===== config.mk =====
export PLATFORM = sky130hd
export DESIGN_NAME = random_level_player
export DESIGN_NICKNAME = d
export VERILOG_FILES = /design/src/rtl/random_level_player.sv
export SDC_FILE = /design/constraint.sdc
export NUM_CORES = 1
export LEC_CHECK = 0
export ABC_AREA = 1
export CAP_MARGIN = 20
export CORE_ASPECT_RATIO = 1.75
export CORE_MARGIN = 8
export CORE_UTILIZATION = 45
export DETAILED_ROUTE_END_ITERATION = 10
export PLACE_DENSITY_LB_ADDON = 0.12
export SLEW_MARGIN = 20
export SYNTH_ARGS = -nofsm -noshare
export SYNTH_HDL_FRONTEND = slang
export SYNTH_SLANG_ARGS = --single-unit

===== constraint.sdc =====
create_clock -name clk -period 2.7 [get_ports clk]
set_input_delay 0.405 -clock clk [delete_from_list [all_inputs] [get_ports clk]]
set_output_delay 0.405 -clock clk [all_outputs]
set_load 0.005 [all_outputs]

===== src/rtl/random_level_player.sv =====
// random_level_player
//   Plays one of 2^SEG_BITS equal-length segments of an external synchronous
//   waveform ROM.
//   - The offset inside the segment advances by 'step' on every enabled cycle.
//   - When the offset wraps past the end of the segment it may pick a new
//     segment. The choice is fixed, sequential, or taken from an internal
//     LFSR, and it is made after 'dwell' extra passes.
//   - The ROM word drives two DAC channels. Channel 2 can be inverted.
//
// Ports
//   clk, rst_n         sample clock, asynchronous active-low reset
//   en                 play enable (low = hold everything)
//   mode               0 fixed, 1 sequential, 2/3 random
//   seg_sel            segment used in fixed mode
//   step               offset increment per enabled cycle
//   dwell              extra full passes before a reselect
//   seed_load, seed    LFSR load strobe / value (0 loads 1)
//   ch2_inv            invert channel 2
//   rom_addr, rom_data ROM address out / data in (1-cycle ROM latency)
//   da1_data, da2_data DAC samples, da_valid marks samples fetched with en=1
//   seg_cur            segment currently addressed
//   seg_switch         one-cycle pulse when rom_addr enters a reselected segment
module random_level_player #(
   parameter int DATA_W   = 14,
   parameter int ADDR_W   = 10,
   parameter int SEG_BITS = 2,
   parameter int DWELL_W  = 8,
   parameter int LFSR_W   = 16,
   parameter logic [LFSR_W-1:0] SEED = 16'hACE1
) (
   input  logic                         clk,
   input  logic                         rst_n,
   input  logic                         en,
   input  logic [1:0]                   mode,
   input  logic [SEG_BITS-1:0]          seg_sel,
   input  logic [ADDR_W-SEG_BITS-1:0]   step,
   input  logic [DWELL_W-1:0]           dwell,
   input  logic                         seed_load,
   input  logic [LFSR_W-1:0]            seed,
   input  logic                         ch2_inv,
   output logic [ADDR_W-1:0]            rom_addr,
   input  logic [DATA_W-1:0]            rom_data,
   output logic [DATA_W-1:0]            da1_data,
   output logic [DATA_W-1:0]            da2_data,
   output logic                         da_valid,
   output logic [SEG_BITS-1:0]          seg_cur,
   output logic                         seg_switch
);

   localparam int OFF_W = ADDR_W - SEG_BITS;

   // Fibonacci tap masks (bit t-1 set for tap x^t) of maximal-length
   // polynomials. Widths without a table entry fall back to x^w + x^(w-1),
   // which is not maximal for every w.
   function automatic logic [LFSR_W-1:0] tap_mask(input int w);
      logic [63:0] m;
      case (w)
         2:  m = 64'h3;
         3:  m = 64'h6;
         4:  m = 64'hC;
         5:  m = 64'h14;
         6:  m = 64'h30;
         7:  m = 64'h60;
         8:  m = 64'hB8;
         9:  m = 64'h110;
         10: m = 64'h240;
         11: m = 64'h500;
         12: m = 64'h829;
         13: m = 64'h100D;
         14: m = 64'h2015;
         15: m = 64'h6000;
         16: m = 64'hB400;
         17: m = 64'h12000;
         18: m = 64'h20400;
         19: m = 64'h40023;
         20: m = 64'h90000;
         24: m = 64'hE10000;
         32: m = 64'h80200003;
         default: m = (64'd1 << (w - 1)) | (64'd1 << (w - 2));
      endcase
      return m[LFSR_W-1:0];
   endfunction

   localparam logic [LFSR_W-1:0] TAPS = tap_mask(LFSR_W);

   typedef enum logic {IDLE, PLAY} state_t;
   state_t state;

   logic [OFF_W-1:0]    off_q, off_d;
   logic [SEG_BITS-1:0] seg_q, seg_d, next_seg;
   logic [DWELL_W-1:0]  pass_q, pass_d;
   logic [LFSR_W-1:0]   lfsr_q, lfsr_d;
   logic                sw_q, sw_d;
   logic [1:0]          vld_pipe_q, vld_pipe_d;
   logic [DATA_W-1:0]   da1_q, da1_d, da2_q, da2_d;
   logic [OFF_W:0]      sum;
   logic                fb;

   // The play state is simply 'en'. Nothing is latched across cycles, so
   // there is no state register, only this decode.
   assign state = en ? PLAY : IDLE;

   always_comb begin
      sum = {1'b0, off_q} + {1'b0, step};
      fb  = ^(lfsr_q & TAPS);

      case (mode)
         2'd0:    next_seg = seg_sel;
         2'd1:    next_seg = seg_q + SEG_BITS'(1);
         default: next_seg = lfsr_q[SEG_BITS-1:0];   // pre-shift, pre-load value
      endcase

      off_d  = off_q;
      seg_d  = seg_q;
      pass_d = pass_q;
      lfsr_d = lfsr_q;
      sw_d   = 1'b0;

      if (state == PLAY) begin
         lfsr_d = {lfsr_q[LFSR_W-2:0], fb};
         if (!sum[OFF_W]) begin
            off_d = sum[OFF_W-1:0];
         end else begin
            // A wrap discards the residue, so every pass starts at offset 0.
            off_d = '0;
            if (pass_q < dwell) begin
               pass_d = pass_q + DWELL_W'(1);
            end else begin
               pass_d = '0;
               seg_d  = next_seg;
               sw_d   = 1'b1;
            end
         end
      end

      // A load wins over the shift. A zero load would lock the LFSR up.
      if (seed_load)
         lfsr_d = (seed == '0) ? LFSR_W'(1) : seed;

      // Two stages: one for the ROM read latency and one for the DAC register.
      vld_pipe_d = {vld_pipe_q[0], en};

      da1_d = da1_q;
      da2_d = da2_q;
      if (vld_pipe_q[0]) begin
         da1_d = rom_data;
         da2_d = ch2_inv ? ~rom_data : rom_data;
      end
   end

   always_ff @(posedge clk or negedge rst_n) begin
      if (!rst_n) begin
         off_q      <= '0;
         seg_q      <= '0;
         pass_q     <= '0;
         lfsr_q     <= SEED;
         sw_q       <= 1'b0;
         vld_pipe_q <= '0;
         da1_q      <= '0;
         da2_q      <= '0;
      end else begin
         off_q      <= off_d;
         seg_q      <= seg_d;
         pass_q     <= pass_d;
         lfsr_q     <= lfsr_d;
         sw_q       <= sw_d;
         vld_pipe_q <= vld_pipe_d;
         da1_q      <= da1_d;
         da2_q      <= da2_d;
      end
   end

   assign rom_addr   = {seg_q, off_q};
   assign seg_cur    = seg_q;
   assign seg_switch = sw_q;
   assign da_valid   = vld_pipe_q[1];
   assign da1_data   = da1_q;
   assign da2_data   = da2_q;

endmodule


-- Yosys cells after proc, flatten, opt, wreduce, memory -nomap -nowiden
Index checks and enable logic that the tools add are counted.
- flip-flop bits (word level): 65
- memory bits (writable): 0
- latch bits: 0
- bits in read-only memories: 0
- memories kept: 0
- shift operators: 0
- divide/modulo/power cells: 0
- reductions and logical operators: 6
- $mul: 0
- bitwise logic cells: 2
- $lt $le $gt $ge: 1
- eq/ne operators: 1
- muxes and demuxes: 11
- add/sub/neg operators: 3
- operator list (kind ; count):
    2-to-1 mux 16 bit ; 3
    zero test 16 bit ; 1
    2-to-1 mux 8 bit ; 2
    parity 16 bit ; 1
    2-to-1 mux 14 bit ; 1
    inverter 14 bit ; 1
    adder 8 x 8 -> 9 bit ; 1
    adder 8 x 1 -> 8 bit (second input constant) ; 1
    < comparator 8 bit ; 1
    2-to-1 mux 1 bit ; 4
    case mux 2 bit (2 select lines) ; 1
    AND reduction 3 bit ; 1
    adder 2 x 1 -> 2 bit (second input constant) ; 1
    equality test 2 x 1 -> 1 bit (second input constant) ; 1
    zero test 2 bit ; 1
    AND reduction 2 bit ; 1
    nonzero test 2 bit ; 1
    inverter 1 bit ; 1

-- Logic depth before layout (Yosys ltp)
Gate-level depths: netlist of run 1.
- depth in word-level cells: 4
- mapped depth: 11
- gate-level depth less buffers: 11

-- Least setup slack after synthesis of run 1
OpenSTA, ideal clock, no wires.
- path type: input port to flip-flop
- start: input step[0]
- end: register pass_q[5]
- slack: 0.977 ns
- data required time: 2.626 ns
- library setup time: 0.074 ns
- stages on the path: 10
- arrival time: 1.649 ns
- cells stage by stage: ha_1 fa_1 nand3_1 nand2_2 nand2_2 nand2_4 nand2_4 buf_6 nand2_1 o21ai_2
- word-level cells in the longest chain between the ends: 2
- ends and longest elaborated chain (element ; line ; RTL):
    start, declared ; 36 ; input logic [ADDR_W-SEG_BITS-1:0] step,
    adder 8 x 8 -> 9 bit ; 104 ; sum = {1'b0, off_q} + {1'b0, step};
    AND reduction 2 bit (no line) ; - ;
    end signal, assigned ; 164 ; pass_q <= pass_d;
    end, declared ; 91 ; logic [DWELL_W-1:0] pass_q, pass_d;
No other way between the ends.
A chain may end at the register's enable or synchronous reset.

-- Worst setup path in the final report of run 1
- start: input step[0]
- end: register seg_q[0], in the netlist seg_cur[0]
- word-level cells in the longest chain between the ends: 2
- ends and longest elaborated chain (element ; line ; RTL):
    adder 8 x 8 -> 9 bit ; 104 ;
    AND reduction 3 bit (no line) ; - ;
    end signal, assigned ; 163 ; seg_q <= seg_d;
    end, declared ; 90 ; logic [SEG_BITS-1:0] seg_q, seg_d, next_seg;
No other way between the ends.

==> out/results.md, run 1 <==
| Step | Item | Reported |
|:---|:---|:---|
| pwr | Max IR drop VDD | 0.0004182 V |
| sta | Fin. max-slew vios | 0 |
| sta | Highest clock frequency the design can meet | 502.3 MHz |
| sta | RSZ-0062 raised after global routing | false |
| pwr | Total power divided by cell area | 741.7 nW/µm² |
| placement | Number of I/O port buffers | 96 |
| logic synthesis | Post-synth top area share | 0.4053 |
| routing | Total detailed-routing wirelength | 8.417 mm |
| routing | DRC marker count from the first detailed-route iteration | 109 |
| routing | Post-detailed-route DRC marker count | 0 |
| run status | Outcome | complete, no violations |
| critical path | Setup slack of the most critical reg-to-reg path | 0.82 ns |
| cts | Clock slew at the register clock pins of the worst setup and hold paths | 0.05 ns |
| cts | Clock Sinks | 65 |
| critical path | Most Frequent Cell on Critical Path | sky130_fd_sc_hd__nand2_1 |
| critical path | Cell-by-cell listing of the critical path | clkdlybuf4s50_1 > ha_1 > fa_1 > nand3_1 > nand2_2 > nand2_2 > nand2_4 > nand2_4 > inv_2 > nand2_1 > nand2_1 > nand2_1 |
| logic synthesis | Distinct cell type count after synthesis | 34 |
| cts | TritonCTS buffer count | 9 |
| sta | Max-slew headroom at the worst pin | 0.3518 |
| logic synthesis | Sequential-to-total area share from yosys stat | 0.4650 |
| routing | Number of vias per cell | 5.000 |
| grt | Via count of the first global-routing pass | 3,263 |
| logic synthesis | Mapped Cells | 424 |
| logic synthesis | Number of warnings issued by yosys | 0 |
| sta | Finish-stage setup viols | 0 |
| critical path | Critical Path Max Stage Delay | 0.41 ns |
| final layout | Share of layout cells above drive strength 1 | 0.08381 |
| final layout | Final core utilization | 0.6353 |
| final layout | Final antenna diode count | 0 |
| critical path | Startpoint type of the worst setup path | input pin |
| routing | Routed len/inst | 13.73 µm |
| min path | Type of the worst min-delay path | in -> async |
| placement | Placed Instance Area | 4532 µm² |
| logic synthesis | Post-synthesis instance area | 3520 µm² |
| critical path | Path depth of the worst reg2reg path | 11 |
| die | Count of standard-cell rows | 42 |
| critical path | Worst Path Required | 2.96 ns |
| die | Vertical die dimension | 133.0 µm |
| final layout | Area growth syn-to-layout | 36.58% |
| logic synthesis | Number of enable flip-flop cells after synthesis | 0 |
| final layout | Non-Filler Instances | 613 |
| die | Die Footprint | 11,020 µm² |
| logic synthesis | Largest area contributor in the synthesized netlist | sky130_fd_sc_hd__dfrtp_1 |
| pwr | Overall power of the completed layout | 3566 µW |
| run | Max-cap viol count | 0 |
| sta | Slew at the pin with the worst max-slew slack | 0.9663 ns |
| critical path | Type of destination of the critical path | flip-flop |
| sta | Endpoints failing hold | 0 |
| critical path | Data arrival time of the critical path | 2.25 ns |
| critical path | Worst reg2reg path endpoint | seg_cur[0]$_DFFE_PN0P_ |
| placement | Final weighted congestion in routability-driven placement | 0.8536 |
| sta | Post-route clock skew | 0.006697 ns |
| die | Placeable Area | 7567 µm² |
| logic synthesis | Mapped Avg Cell Area | 8.301 µm² |
| grt | Largest net degree at the start of global routing | 66 |
| critical path | Startpoint-to-endpoint class of the critical path | in -> reg |
| grt | Overall routing resource usage | 0.1603 |
| cts | Clock H-tree levels | 3 |
| critical path | Maximum fanout along the worst path | 16 |
| routing | First-pass detailed-route iteration total | 4 |
| grt | Leftover overflow at the end of global routing | 0 |
| critical path | Launch instance of the worst register-to-register path | off_q[0]$_DFFE_PN0P_ |
| die | Initial Util | 0.4651 |
| final layout | Final non-filler cell area | 4807 µm² |
| critical path | Slowest-stage cell, CP | sky130_fd_sc_hd__clkdlybuf4s50_1 |
| placement | Placed cell count | 597 |
| grt | Antenna violations before repair | 0 |
| die | IO Pins | 97 |
| placement | Half-perimeter wire length after detailed placement | 6.432 mm |
| logic synthesis | Ys flop type | sky130_fd_sc_hd__dfrtp_1 |
| die | Die width | 82.86 µm |
| logic synthesis | Flip-flop and latch count after synthesis | 65 |
| cts | Resize count post-CTS | 0 |
| cts | Max Buffers Root-to-Sink | 2 |
| logic synthesis | Largest cells by area after synthesis | sky130_fd_sc_hd__dfrtp_1 (41%), sky130_fd_sc_hd__nand2_1 (14%), sky130_fd_sc_hd__dfstp_2 (6.0%) |
| cts | CTS Root Cell | sky130_fd_sc_hd__clkbuf_16 |
| logic synthesis | Post-synth ARST share | 1.000 |
| logic synthesis | Commonest cells in the synthesized netlist | sky130_fd_sc_hd__nand2_1 (134), sky130_fd_sc_hd__dfrtp_1 (57), sky130_fd_sc_hd__inv_1 (44) |
| final layout | Number of nets at the end of the flow | 592 |
| grt | Wire length of the first global-routing pass | 14.76 mm |
| cts | Clock insertion delay at the later pin of the skew report | 0.32 ns |
| cts | Number of buffers added for setup after CTS | 0 |
| logic synthesis | Post-Synthesis Net Count | 496 |
| sta | Final TNS setup | 0 ns |
| cts | TritonCTS clock tree | built |
| logic synthesis | Most used standard cell by instance count after synthesis | sky130_fd_sc_hd__nand2_1 |
| routing | ANT nets after route | 0 |
| pwr | Static Leakage | 0.002295 µW |
| cts | Count of hold buffers inserted by post-cts repair | 0 |
| routing | Total number of vias | 3,065 |
| sta | Share of the clock period used by the worst path | 0.7374 |
| sta | Clock period minus final worst setup slack | 1.991 ns |
==> metrics by stage <==
stage	hold WS, ns	setup slack [ns]
final	0.2618	0.7091
after global routing	0.3475	0.5869
after CTS	0.2916	0.7226
after detailed placement	0.4579	0.3755
after global placement	0.4547	0.4327
after floorplan	0.1094	0.9770
==> cell type report <==
| type | instances | area (µm²) |
|---|---|---|
| fill | 678 | 2760 |
| tap | 88 | 110.1 |
| timing repair buffer | 100 | 985.9 |
| clock buffer | 13 | 260.3 |
| multi-input combinational | 296 | 1619 |
| sequential | 65 | 1637 |
| inverter | 48 | 180.2 |
| clock inverter | 3 | 15.01 |
==> cell families (layout without fill, tap and decap cells) <==
family | count (synthesis) | in the layout | share of synthesized area
XOR/XNOR | 24 | 24 | 0.05972
flip-flops | 65 | 65 | 0.4650
AND/OR/NAND/NOR | 201 | 201 | 0.2421
AO/OA/AOI/OAI | 54 | 54 | 0.09563
buffers and inverters | 63 | 164 | 0.07501
adder cells (fa/ha/maj) | 17 | 17 | 0.06257
==> worst max-delay path by stage <==
stage                     slack (ns)                      to  startpoint  depth (start not counted)
final                           0.71  seg_cur[0]$_DFFE_PN0P_     step[0]                         12
after global placement          0.43  seg_cur[0]$_DFFE_PN0P_     step[0]                         11
after global routing            0.59  seg_cur[0]$_DFFE_PN0P_     step[0]                         12
after detailed placement        0.38  seg_cur[0]$_DFFE_PN0P_     step[0]                         12
after floorplan                 0.98   pass_q[5]$_DFFE_PN0P_     step[0]                         10
after CTS                       0.72  seg_cur[1]$_DFFE_PN0P_     step[0]                         12
==> sequential cells by signal, indices dropped and copies added, names as in the netlist <==
register / flops
lfsr_q: 16
da1_data: 14
da2_data: 14
off_q: 8
pass_q: 8
seg_cur: 2
vld_pipe_q: 2
seg_switch: 1
==> cell usage in the layout (no fill, tap or decap), drive strengths merged <==
master / instances
nand2: 139
clkdlybuf4s50: 95
dfrtp: 57
inv: 46
o21ai: 29
nand3: 25
nor2: 22
xnor2: 20
ha: 16
clkbuf: 13
a21oi: 9
dfstp: 8
nand4: 7
nor3: 6
a211oi: 5
buf: 5
clkinv: 5
xor2: 4
a221oi: 4
o211ai: 3
o21a: 2
o221ai: 2
nand3b: 1
or2: 1
fa: 1
==> critical path, delay by kind of cell <==
kind / cells / cell delay (ns)
simple gates: 8 / 0.72
fa+ha+maj: 2 / 0.64
buf+inv: 2 / 0.48
==> report_power, final <==
group          total (µW)  internal [µW]  switching (µW)
sequential           1320           1160             164
clock                1050            666             388
combinational        1190            605             582
==> routing by layer <==
metal / global-route usage / part of all wire
met1: 0.1708 / 0.42
met5: 0 / 0
met3: 0.04302 / 0.042
met2: 0.2822 / 0.51
met4: 0.07760 / 0.024
No activity file was read; power rests on OpenSTA's default activity.
==> run 2: changes to the inputs <==
==> constraint.sdc (replaced) <==
create_clock -name clk -period 2 [get_ports clk]
set_input_delay 0.3 -clock clk [delete_from_list [all_inputs] [get_ports clk]]
set_output_delay 0.3 -clock clk [all_outputs]
set_load 0.005 [all_outputs]
==> run 2 against run 1 <==
Compared with the run above:
- worst hold slack improved by 0.21 ns
- wire length increased by 1.4%
- sequential share of layout area shrank 0.97 points
- count of clock-buffer cells in the layout rose by 1
- final area is 2.9% higher
- core utilization is 1.9 points higher
- setup slack got worse by 0.54 ns
- via count grew 2.8%
- die area unchanged
- combinational power increased by 43%
- critical endpoint is now seg_cur[1]$_DFFE_PN0P_
- largest cell class unchanged
- largest power group unchanged
==> out/results.md, run 2 (synthesis results as in run 1) <==
| Step | Item | Reported |
|:---|:---|:---|
| run status | Outcome | complete, no violations |
| final layout | Top library cells by usage in the layout, fill and taps aside | sky130_fd_sc_hd__nand2_1 (134), sky130_fd_sc_hd__clkdlybuf4s50_1 (95), sky130_fd_sc_hd__dfrtp_1 (57), sky130_fd_sc_hd__inv_1 (44), sky130_fd_sc_hd__nand3_1 (25) |
| die | Die width | 82.86 µm |
| sta | Fin. max-slew vios | 0 |
| placement | Half-perimeter wire length after detailed placement | 6.574 mm |
| critical path | Startpoint type of the worst setup path | flip-flop |
| die | Placeable Area | 7567 µm² |
| placement | Final weighted congestion in routability-driven placement | 0.8666 |
| pwr | Max IR drop VDD | 0.0006400 V |
| routing | Number of vias per cell | 5.048 |
| routing | Routed len/inst | 13.68 µm |
| die | Count of standard-cell rows | 42 |
| final layout | Most common cell after layout, fill and taps aside | sky130_fd_sc_hd__nand2_1 |
| cts | TritonCTS clock tree | built |
| critical path | Maximum fanout along the worst path | 16 |
| pwr | Static Leakage | 0.002375 µW |
| sta | Final TNS setup | 0 ns |
| grt | Antenna violations before repair | 0 |
| critical path | Startpoint-to-endpoint class of the critical path | reg -> reg |
| sta | Share of the clock period used by the worst path | 0.9178 |
| sta | Highest clock frequency the design can meet | 544.8 MHz |
| critical path | Worst Path Required | 2.27 ns |
| die | IO Pins | 97 |
| routing | First-pass detailed-route iteration total | 4 |
| final layout | Max FFs per register | 16 |
| grt | Overall routing resource usage | 0.1631 |
| routing | Total detailed-routing wirelength | 8.535 mm |
| cts | Count of hold buffers inserted by post-cts repair | 1 |
| sta | RSZ-0062 raised after global routing | false |
| cts | Clock slew at the register clock pins of the worst setup and hold paths | 0.05 ns |
| final layout | Number of nets at the end of the flow | 603 |
| die | Vertical die dimension | 133.0 µm |
| cts | Clock insertion delay at the later pin of the skew report | 0.33 ns |
| cts | CTS Root Cell | sky130_fd_sc_hd__clkbuf_16 |
| cts | Resize count post-CTS | 0 |
| routing | ANT nets after route | 0 |
| die | Die Footprint | 11,020 µm² |
| sta | Slew at the pin with the worst max-slew slack | 0.5242 ns |
| cts | TritonCTS buffer count | 9 |
| sta | Final Worst Setup Slack | 0.1643 ns |
| grt | Largest net degree at the start of global routing | 66 |
| grt | Leftover overflow at the end of global routing | 0 |
| sta | Max-slew headroom at the worst pin | 0.6505 |
| run | Max-cap viol count | 0 |
| final layout | Final core utilization | 0.6539 |
| grt | Via count of the first global-routing pass | 3,285 |
| min path | Type of the worst min-delay path | reg -> reg |
| cts | Max Buffers Root-to-Sink | 2 |
| placement | Placed Instance Area | 4644 µm² |
| routing | Post-detailed-route DRC marker count | 0 |
| routing | Total number of vias | 3,150 |
| cts | Number of buffers added for setup after CTS | 0 |
| routing | DRC marker count from the first detailed-route iteration | 79 |
| die | Initial Util | 0.4651 |
| final layout | Final antenna diode count | 0 |
| sta | Endpoints failing hold | 0 |
| cts | Clock H-tree levels | 3 |
| critical path | Data arrival time of the critical path | 2.10 ns |
| grt | Wire length of the first global-routing pass | 14.96 mm |
| final layout | Share of layout cells above drive strength 1 | 0.1026 |
| placement | Setup WS pre-CTS | -0.1800 ns |
| placement | Number of I/O port buffers | 96 |
| final layout | Largest Register | lfsr_q |
| final layout | Area growth syn-to-layout | 40.60% |
| sta | Clock period minus final worst setup slack | 1.836 ns |
| sta | Finish-stage setup viols | 0 |
| cts | Clock Sinks | 65 |
| critical path | Type of destination of the critical path | flip-flop |
| final layout | Final non-filler cell area | 4949 µm² |
| pwr | Total power divided by cell area | 1011 nW/µm² |
| sta | Post-route clock skew | 0.004403 ns |
run 2: final timing paths:
kind | startpoint | endpoint | slack, ns | cells past startpoint
max | off_q[0]$_DFFE_PN0P_ | seg_cur[1]$_DFFE_PN0P_ | 0.16 | 11
min | da1_data[10]$_DFFE_PN0P_ | da1_data[10]$_DFFE_PN0P_ | 0.47 | 2
max in group asynchronous | rst_n | lfsr_q[0]$_DFFE_PN1P_ | 1.17 | 3
max reg2reg | off_q[0]$_DFFE_PN0P_ | seg_cur[1]$_DFFE_PN0P_ | 0.16 | 11
min reg2reg | da1_data[10]$_DFFE_PN0P_ | da1_data[10]$_DFFE_PN0P_ | 0.47 | 2
min in group asynchronous | rst_n | da1_data[0]$_DFFE_PN0P_ | 0.51 | 3
run 2: power breakdown:
| group | internal (µW) | switching (µW) |
|---|---|---|
| clock | 969 | 542 |
| combinational | 901 | 795 |
| sequential | 1570 | 230 |
run 2: critical path, stage by stage (launching register included):
cell                      delay [ns]
sky130_fd_sc_hd__dfrtp_1        0.39
sky130_fd_sc_hd__ha_1           0.22
sky130_fd_sc_hd__fa_1           0.41
sky130_fd_sc_hd__nand3_1        0.10
sky130_fd_sc_hd__nand2_2        0.06
sky130_fd_sc_hd__nand2_2        0.08
sky130_fd_sc_hd__nand2_4        0.07
sky130_fd_sc_hd__nand2_4        0.18
sky130_fd_sc_hd__inv_2          0.07
sky130_fd_sc_hd__nand2_1        0.08
sky130_fd_sc_hd__nand2_1        0.05
sky130_fd_sc_hd__nand2_1        0.06
run 2: through the flow:
step / total power, µW / std cells / hold WS [ns]
final: 5004 / 624 / 0.4673
after global routing: 5348 / 624 / 0.4892
after CTS: 5081 / 624 / 0.4713
after floorplan: 2729 / 424 / 0.004409
after global placement: 3481 / 607 / 0.3378
after detailed placement: 3529 / 607 / 0.3412
run 2: cell type report:
type | instances | area (µm²)
repair buffers | 111 | 1109
multi-input cells | 296 | 1619
clock inverters | 2 | 10.01
clock buffers | 14 | 284.0
well taps | 88 | 110.1
inverters | 48 | 180.2
flip-flops and latches | 65 | 1637
fillers | 662 | 2619
run 2: per-layer routing:
metal | global-route usage | wire length [µm] | up-vias
met1 | 0.1691 | 3401 | 1473
met4 | 0.06385 | 147 | 0
li1 | - | - | 1580
met2 | 0.2879 | 4498 | 84
met5 | 0 | 0 | -
met3 | 0.06023 | 488 | 13
==> run 3: changes to the inputs <==
--- a/config.mk
+++ b/config.mk
@@ -10,7 +10,9 @@
 export CORE_ASPECT_RATIO = 1.75
 export CORE_MARGIN = 8
 export CORE_UTILIZATION = 45
+export CTS_CLUSTER_DIAMETER = 120
 export DETAILED_ROUTE_END_ITERATION = 10
+export HOLD_SLACK_MARGIN = 0.12
 export PLACE_DENSITY_LB_ADDON = 0.12
 export SLEW_MARGIN = 20
 export SYNTH_ARGS = -nofsm -noshare
==> results of run 3 <==
The final DEF is identical to that of run 2; final timing and power are the same.
